File: src/rtl/d6809_pkg.sv
// rtl/d6809_pkg.sv - shared 6809 front-end encodings and opcode mode decode
//
// Purpose: mode/page encodings, page prefix bytes, front-end FSM states and
//          the addressing-mode classifier shared with the execute stage.
// Ports:   none (package).
package d6809_pkg;

    localparam logic [7:0] PREFIX_P2 = 8'h10;
    localparam logic [7:0] PREFIX_P3 = 8'h11;

    typedef enum logic [2:0] {
        MODE_INH = 3'd0,
        MODE_IMM = 3'd1,
        MODE_DIR = 3'd2,
        MODE_IDX = 3'd3,
        MODE_EXT = 3'd4
    } mode_e;

    typedef enum logic [1:0] {
        PAGE_1 = 2'd0,
        PAGE_2 = 2'd2,
        PAGE_3 = 2'd3
    } page_e;

    typedef enum logic [2:0] {
        ST_IDLE      = 3'd0,
        ST_FETCH_OP  = 3'd1,
        ST_FETCH_OP2 = 3'd2,
        ST_DECODE    = 3'd3,
        ST_START_EA  = 3'd4,
        ST_WAIT_EA   = 3'd5,
        ST_ISSUE     = 3'd6
    } fetch_state_e;

    // Classification depends only on the high nibble; the page prefix never
    // changes the addressing mode.
    function automatic mode_e mode_decode(input logic [7:0] op);
        mode_e m;
        case (op[7:4])
            4'h0:                         m = MODE_DIR;
            4'h1, 4'h2, 4'h3, 4'h4, 4'h5: m = MODE_INH;
            4'h6:                         m = MODE_IDX;
            4'h7:                         m = MODE_EXT;
            default: begin
                case (op[5:4])
                    2'b00:   m = MODE_IMM;
                    2'b01:   m = MODE_DIR;
                    2'b10:   m = MODE_IDX;
                    default: m = MODE_EXT;
                endcase
            end
        endcase
        return m;
    endfunction

endpackage

File: src/rtl/opcode_fetch.sv
// rtl/opcode_fetch.sv - 6809 opcode fetch, prefix handling and EA sequencing
//
// Purpose: fetches the opcode (with 0x10/0x11 page prefixes), classifies its
//          addressing mode, kicks the matching EA sequencer and hands the
//          decoded instruction to execute with a valid/ready handshake.
// Ports:
//   clk, reset                     core clock, synchronous active-high reset
//   fetch_en                       allow a new fetch from IDLE
//   data_in                        memory byte at PC (same cycle as mem_read_pc)
//   mem_read_pc, pc_inc            memory read / PC increment strobes
//   ext/dir/idx_start, *_active    EA sequencer start pulses and busy flags
//   opcode, page, mode             latched decoded instruction
//   op_valid, op_ready             handshake to execute stage
module opcode_fetch
    import d6809_pkg::*;
(
    input  logic       clk,
    input  logic       reset,
    input  logic       fetch_en,
    input  logic [7:0] data_in,
    output logic       mem_read_pc,
    output logic       pc_inc,
    output logic       ext_start,
    input  logic       ext_active,
    output logic       dir_start,
    input  logic       dir_active,
    output logic       idx_start,
    input  logic       idx_active,
    output logic [7:0] opcode,
    output logic [1:0] page,
    output logic [2:0] mode,
    output logic       op_valid,
    input  logic       op_ready
);

    fetch_state_e state_q, state_d;
    logic [7:0]   opcode_q, opcode_d;
    page_e        page_q, page_d;
    mode_e        mode_q, mode_d;
    logic         sel_active;

    always_ff @(posedge clk) begin
        if (reset) begin
            state_q  <= ST_IDLE;
            opcode_q <= 8'h00;
            page_q   <= PAGE_1;
            mode_q   <= MODE_INH;
        end else begin
            state_q  <= state_d;
            opcode_q <= opcode_d;
            page_q   <= page_d;
            mode_q   <= mode_d;
        end
    end

    // Only the sequencer we started matters; the others may be busy with
    // unrelated work and are ignored.
    always_comb begin
        sel_active = 1'b0;
        case (mode_q)
            MODE_DIR: sel_active = dir_active;
            MODE_IDX: sel_active = idx_active;
            MODE_EXT: sel_active = ext_active;
            default:  sel_active = 1'b0;
        endcase
    end

    always_comb begin
        state_d  = state_q;
        opcode_d = opcode_q;
        page_d   = page_q;
        mode_d   = mode_q;
        case (state_q)
            ST_IDLE: begin
                if (fetch_en) begin
                    page_d  = PAGE_1;
                    state_d = ST_FETCH_OP;
                end
            end
            ST_FETCH_OP, ST_FETCH_OP2: begin
                // Repeated prefixes keep us here; the last one seen wins.
                if (data_in == PREFIX_P2) begin
                    page_d  = PAGE_2;
                    state_d = ST_FETCH_OP2;
                end else if (data_in == PREFIX_P3) begin
                    page_d  = PAGE_3;
                    state_d = ST_FETCH_OP2;
                end else begin
                    opcode_d = data_in;
                    state_d  = ST_DECODE;
                end
            end
            ST_DECODE: begin
                mode_d = mode_decode(opcode_q);
                if (mode_d == MODE_DIR || mode_d == MODE_IDX || mode_d == MODE_EXT)
                    state_d = ST_START_EA;
                else
                    state_d = ST_ISSUE;
            end
            ST_START_EA: state_d = ST_WAIT_EA;
            ST_WAIT_EA: begin
                if (!sel_active)
                    state_d = ST_ISSUE;
            end
            ST_ISSUE: begin
                if (op_ready)
                    state_d = ST_IDLE;
            end
            default: state_d = ST_IDLE;
        endcase
    end

    always_comb begin
        mem_read_pc = 1'b0;
        pc_inc      = 1'b0;
        ext_start   = 1'b0;
        dir_start   = 1'b0;
        idx_start   = 1'b0;
        op_valid    = 1'b0;
        case (state_q)
            ST_FETCH_OP, ST_FETCH_OP2: begin
                mem_read_pc = 1'b1;
                pc_inc      = 1'b1;
            end
            ST_START_EA: begin
                dir_start = (mode_q == MODE_DIR);
                idx_start = (mode_q == MODE_IDX);
                ext_start = (mode_q == MODE_EXT);
            end
            ST_ISSUE: op_valid = 1'b1;
            default: ;
        endcase
    end

    assign opcode = opcode_q;
    assign page   = page_q;
    assign mode   = mode_q;

endmodule

File: config.mk
export PLATFORM = sky130hd
export DESIGN_NAME = opcode_fetch
export DESIGN_NICKNAME = d
export VERILOG_FILES = /design/src/rtl/d6809_pkg.sv /design/src/rtl/opcode_fetch.sv
export SDC_FILE = /design/constraint.sdc
export NUM_CORES = 1
export LEC_CHECK = 0
export ABC_AREA = 1
export CAP_MARGIN = 20
export CORE_UTILIZATION = 45
export CTS_CLUSTER_SIZE = 20
export DETAILED_ROUTE_END_ITERATION = 8
export PLACE_DENSITY_LB_ADDON = 0.05
export SKIP_LAST_GASP = 1
export SLEW_MARGIN = 20
export SYNTH_ARGS = -nofsm -noshare
export SYNTH_HDL_FRONTEND = slang
export SYNTH_SLANG_ARGS = --single-unit
File: constraint.sdc
create_clock -name clk -period 1.9 [get_ports clk]
set_input_delay 0.57 -clock clk [delete_from_list [all_inputs] [get_ports clk]]
set_output_delay 0.57 -clock clk [all_outputs]
set_load 0.05 [all_outputs]
==> summary.md <==
| Metric | Value |
|---|---|
| Cell variety after synth | 29 |
| Simple-Gate Fraction of Synth Area | about a third |
| Commonest non-fill, non-tap cell in the layout | nand2_1 |
| Gr usage total | 21.0% |
| Via density | 4.92 |
| Routed Antenna Nets | 0 |
| XOR/XNOR Fraction of Synth Area | 0% |
| Die area | 2450 sq um |
| Met2 wire length | 1.20 mm |
| Root buffer cell | clkbuf_4 |
| Overflow left after global routing | 0 |
| TritonRoute pass-1 iters | 4 |
| PortBufs | 33 |
| HPWL Detailed | 1.91 mm |
| Core ar. | 2040 sq um |
| Drt wl/cell | 11.3 um |
| GPL Wtd Cong | 0.904 |
| Hold path depth | 2 |
| Sequential Area | 334 sq um |
| Number of global-route vias before repair | 962 |
| # fillers | 177 |
| Multi-input gate area | roughly 620 sq um |
| Worst-path fanout max | 5 |
| Critical setup path kind | flip-flop to primary output |
| Pwr/cell area | roughly 1800 nW/um^2 |
| Initial antenna violation count | 0 |
| Hold Slack | around 0.47 ns |
| Die W | 49.5 um |
| Final setup viols | 1 |
| Worst Tran Pin Value | ~0.28 ns |
| Clock transition at path regs | roughly 0.09 ns |
| Element type at the critical path start | flip-flop |
| Final WS setup | -0.0272 ns |
| Clock Sinks | 16 |
| Period utilization | 101% |
| CP max stage delay | around 0.36 ns |
| CP Capture Type | primary output |
| Antenna Cells | 0 |
| Clock buffer depth | 2 |
| Highest clock rate | 519 MHz |
| Rows | 16 |
| Status | complete, but fails checks |
| Met3 wire length | around 120 um |
| Largest family of logic cells by synthesized area | simple AND/OR/NAND/NOR gates |
| Slew HR | about four fifths |
| Fin util | between 70% and 80% |
| R2r worst-path depth | 14 |
| Placed Area | 1480 sq um |
| Share of cells above drive strength 1 | 31.3% |
| WP data required | around 1.3 ns |
| Synth warn | 0 |
| Final #Nets | around 200 |
| Sequential share of the synthesized area | a little under a third |
| Post-Synth Adder-Cell Area | 6.15% |
| Global-route wire length before repair | 3.93 mm |
| VDD IR max | about 0.0015 V |
| Pleak | 0.000705 uW |
| TritonCTS clock tree | done |
| Cell Count, Final, Fillers Out | 209 |
| Initial DRC count | 21 |
| Compound-Gate Fraction of Synth Area | 14.4% |
| DRT met1 WL | 996 um |
| Post-synthesis sequential element count | 16 |
| Area grow syn2layout | 50.9% |
| Critical Path AT | 1.36 ns |
| Clock Skew | 0.00704 ns |
| # IOs | 34 |
| RSZ-0062 raised after global routing | true |
| Worst-Skew Late Latency | 0.29 ns |
| Worst path slowest cell | dfxtp_2 |
| Highest-count cells in the layout ignoring fill and taps | 26 x nand2_1, 24 x inv_1, 18 x buf_4 |
| Failing checks | negative setup slack |
| Crit path cell chain | nor2_4 > nand2_4 > nor4_4 > buf_12 |
| Cell area after synthesis | about 1000 sq um |
| Post-synthesis mux area share | 0% |
| Syn Area/Cell | between 7 and 8 sq um |
| Net count after synthesis | 162 |
| Uppermost routed layer | met4 |
| Vias after detailed routing | 1028 |
| TritonCTS Buffers | 3 |
| Worst-case register-to-register setup slack | 0.19 ns |
| H-tree level count | 1 |
| Final Cell Area | 1540 sq um |
| # DRC | 0 |
| Max_cap viols | 0 |
| Slew Limit Fails | 0 |
| Crit path time final | 1.93 ns |
| WL final | 2.37 mm |
| Hold Path Class | flip-flop to flip-flop |
| Placed insts | 204 |
| Largest net degree at the start of global routing | 11 |
| Final hold violations | 0 |
| DIE HEIGHT | 49.5 um |
| Initial Util | 49.8% |
| Cells after synthesis | 142 |
## synth_stat cells (all sizes together)
cell	n	area, sq um
a21oi	13	72.6
buf	3	22.5
clkinv	1	3.75
dfxtp	16	320
ha	5	62.6
inv	28	115
nand2	29	119
nand3	8	50.1
nand4	5	31.3
nor2	17	101
nor3	1	5.00
nor4	4	40.0
o211ai	1	7.51
o21ai	10	57.6
o221ai	1	8.76
## report_power, final
part,total (uW),internal [uW],switching [uW]
Combinational,1900,683,1210
Sequential,622,467,154
Clock,191,81.8,109
Total,2710,1230,1480
## sequential cells by signal (all words and copies together), names as in the netlist
register / cells
mode: 3
opcode: 8
state_q: 3
page: 2
## worst max-delay path, delay by kind of cell, from the launching register on
family	cells	cell delay, ns
and+or+nand+nor	3	0.54
buffers and inverters	1	0.18
DFF	1	0.36
## final cells by class
cell class,count,share of cell area [%]
clock buffer,4,1.71
inverter,29,7.74
multi-input combinational,94,40.1
sequential,16,21.8
tap,27,2.20
timing repair buffer,39,26.5
## logic make-up (layout without fill, tap and decap cells)
| family | Yosys count | count (layout) |
|---|---|---|
| AOI/OAI and AO/OA | 25 | 25 |
| buffers and inverters | 32 | 72 |
| DFF | 16 | 16 |
| adders and majority gates | 5 | 5 |
| and+or+nand+nor | 64 | 64 |
## metal layers
| metal | vias to the layer above | track usage [%] |
|---|---|---|
| li1 | 537 | - |
| met1 | 450 | 22.8 |
| met2 | 35 | 38.5 |
| met3 | 6 | 3.09 |
| met4 | 0 | 11.4 |
| met5 | - | 0 |
## path summary, 6_finish.rpt
kind                    from    endpoint
setup / recovery  state_q[1]   ext_start
hold / removal       page[1]     page[1]
setup reg to reg   opcode[4]  state_q[1]
hold reg to reg      page[1]     page[1]
## per-stage QoR
| step | power, uW | setup slack, ns | TNS (ns) |
|---|---|---|---|
| final | 2710 | -0.0272 | -0.0272 |
| after global routing | 2900 | -0.0953 | -0.185 |
| after CTS | 2680 | -0.0536 | -0.0677 |
| after detailed placement | 2450 | -0.0777 | -0.333 |
| after global placement | 2410 | -0.0425 | -0.0862 |
| after floorplan | 1960 | -0.00198 | -0.00198 |
## what timing repair did
action | 4_1_cts | 5_1_grt
endpoints found under the setup margin | 3 | 6
gates cloned | 0 | 0
resized for setup | 4 | 2
setup buffers | 0 | 1
hold buffers | 0 | 0
pin swaps | 1 | 1
No activity file was read; power rests on OpenSTA's default activity.
==> edit (same settings) <==
Make the reset (`reset`) asynchronous in one clocked block. Comments in the files are not updated.
--- a/src/rtl/opcode_fetch.sv
+++ b/src/rtl/opcode_fetch.sv
@@ -39,7 +39,7 @@
     mode_e        mode_q, mode_d;
     logic         sel_active;
 
-    always_ff @(posedge clk) begin
+    always_ff @(posedge clk or posedge reset) begin
         if (reset) begin
             state_q  <= ST_IDLE;
             opcode_q <= 8'h00;
Check against the original RTL: differs if reset is asserted again (counterexample within 4 cycles, from zero or initial values and one cycle with reset high); with reset held inactive, the same outputs for 10 cycles.
==> edit against the unedited design <==
The flow still finishes with violations (setup timing). Utilization up 14 points. Synthesized area down 2.8%. Final area up 18%. Clock skew down 0.0030 ns. First-iteration DRC count up 140%. Sequential share of layout area up 0.85 points. Worst hold slack better by 0.021 ns. Clock power up 26%. Setup slack worse by 0.15 ns. Synthesized cell count down 6.3%. Power up 43%. Routed wire length up 72%. Sequential cell count unchanged. Sequential power up 18%. Critical endpoint is now idx_start. Largest cell class is now buffers.
==> edit: results (changes against the unedited design) <==
----------------------------------------------------
[Status]
  Result of the run ... finished, violations left (unchanged)
  Violations in the final reports ... setup timing (unchanged)

[Power]
  Leakage dissipation ... 0.852 nW (was 0.705 nW)
  Clock share of power ... 6.2% (was 7.0%)
  Maximum ir drop on the vdd rail ... 1820 uV (was 1530 uV)
  Switching Share ... 52.7% (was 54.5%)

[STA]
  Skew final ... 0.00400 ns (was 0.00704 ns)
  Final setup violation count ... 8 (was 1)
  PnR worst setup slack ... -0.179 ns (was -0.0272 ns)
  Post-Route Setup TNS ... -0.980 ns (was -0.0272 ns)
  Rel. slew slack ... 75.0% (was 81.2%)

[Worst setup path]
  Data arrival at the endpoint of the critical path ... 1.51 ns (was 1.36 ns)
  Highest net fanout along the worst path ... 3 (was 5)

[Drt]
  Routed wire length ... 4070 um (was 2370 um)
  Detailed Route Iter0 Violations ... 51 (was 21)
  Pre-antenna DRT Iters ... 4 (unchanged)
  Vias/cell ... 5.45 (was 4.92)

[Synth]
  Dominant register cell in the synthesized netlist ... sky130_fd_sc_hd__dfrtp_1 (was sky130_fd_sc_hd__dfxtp_1)
  Post-synthesis compound-gate area fraction ... 8.23% (was 14.4%)
  Most frequent cells after synthesis ... 38 x sky130_fd_sc_hd__nand2_1, 19 x sky130_fd_sc_hd__inv_1, 16 x sky130_fd_sc_hd__dfrtp_1 (was 27 x sky130_fd_sc_hd__nand2_1, 24 x sky130_fd_sc_hd__inv_1, 16 x sky130_fd_sc_hd__dfxtp_1)
  Mux share of post-synthesis cell area ... 0% (unchanged)
  Arithmetic-cell share of the synthesized area counting full adders, half adders and majority gates ... 6.33% (was 6.15%)
  Share of async-settable or async-resettable flops after synthesis ... 100% (was 0%)
  Synthesized netlist net count ... 153 (was 162)
  Leading cell types by total area after synthesis ... sky130_fd_sc_hd__dfrtp_1 41%, sky130_fd_sc_hd__nand2_1 14%, sky130_fd_sc_hd__inv_1 7.2%, sky130_fd_sc_hd__ha_1 6.3%, sky130_fd_sc_hd__nor2_1 4.6% (was sky130_fd_sc_hd__dfxtp_1 31%, sky130_fd_sc_hd__nand2_1 10%, sky130_fd_sc_hd__inv_1 8.9%, sky130_fd_sc_hd__ha_1 6.2%, sky130_fd_sc_hd__a21oi_1 5.4%)
  Sequential share of the synthesized area ... 40.5% (was 31.5%)
  Netlist cell types ... 23 (was 29)

[Global route]
  GRT Overall Usage ... 29.4% (was 21.0%)
  Number of global-route vias before repair ... 1,165 (was 962)
  Wire length of the first global-routing pass ... 5270 um (was 3930 um)

[Finish]
  Net count reported at finish ... 214 (was 203)
  Share of cells above drive strength 1 ... 46.6% (was 31.3%)

[Placed design]
  Sum of net half-perimeters after detailed placement ... 2100 um (was 1910 um)

----------------------------------------------------
edit: cell count changes in the layout (fill, tap and decap cells not counted), moves of 3 or more:
cell | before | now
sky130_fd_sc_hd__buf_4 | 18 | 30
sky130_fd_sc_hd__nand2_2 | 1 | 5
sky130_fd_sc_hd__buf_12 | 6 | 13
sky130_fd_sc_hd__nor2_1 | 12 | 9
sky130_fd_sc_hd__dfxtp_1 | 9 | 0
sky130_fd_sc_hd__a21oi_1 | 11 | 0
sky130_fd_sc_hd__o21ai_0 | 3 | 6
sky130_fd_sc_hd__inv_2 | 1 | 8
sky130_fd_sc_hd__inv_1 | 24 | 12
sky130_fd_sc_hd__dfxtp_2 | 5 | 0
sky130_fd_sc_hd__nand2_1 | 26 | 34
sky130_fd_sc_hd__dfrtp_1 | 0 | 10
sky130_fd_sc_hd__dfrtp_2 | 0 | 6
edit: through the flow:
| step | setup WS (ns) | cell area (sq um) | std cells |
|---|---|---|---|
| 2_1_floorplan | -0.0753 | 1050 | 133 |
| 3_3_place_gp | -0.00620 | 1530 | 197 |
| 3_5_place_dp | -0.0644 | 1530 | 197 |
| 4_1_cts | -0.0792 | 1710 | 214 |
| 5_1_grt | -0.220 | 1800 | 220 |
| 6_report | -0.179 | 1800 | 220 |
edit: layout make-up:
type                            count  area [sq um]
Timing Repair Buffer               58           637
Tap cell                           27          33.8
Sequential cell                    16           408
Clock buffer                        4          36.3
Fill cell                          90           218
Inverter                           22          88.8
Multi-Input combinational cell     93           601
edit: timing repair:
item                                    4_1_cts  5_1_grt
setup buffers                                13        7
gates resized for setup                       7       17
pin swaps                                     6        6
endpoints found under the setup margin        5       11
cloned                                        0        0
edit: worst paths after layout:
kind	from	to	slack, ns	cells past startpoint
worst max-delay path	state_q[1]	idx_start	-0.18	6
worst min-delay path	opcode[3]	opcode[3]	0.49	2
worst max register to register	state_q[1]	state_q[0]	-0.05	13
worst min register to register	opcode[3]	opcode[3]	0.49	2
max in group asynchronous	reset	opcode[4]	0.92	3
min in group asynchronous	reset	state_q[1]	0.51	2
edit: layer usage:
metal | vias to the layer above | global-route usage [%] | part of all wire [%]
li1 | 544 | - | -
met4 | 0 | 16.2 | 5.7
met5 | - | 0 | 0
met2 | 75 | 55.8 | 54
met3 | 23 | 1.87 | 5.2
met1 | 558 | 32.0 | 35
edit: critical path: stages, from the launching register on:
cell and delay, ns:
sky130_fd_sc_hd__dfrtp_1 0.42, sky130_fd_sc_hd__inv_2 0.11, sky130_fd_sc_hd__nand2_4 0.07, sky130_fd_sc_hd__nor2_4 0.13, sky130_fd_sc_hd__inv_4 0.08, sky130_fd_sc_hd__nor4_4 0.22
sky130_fd_sc_hd__buf_12 0.18
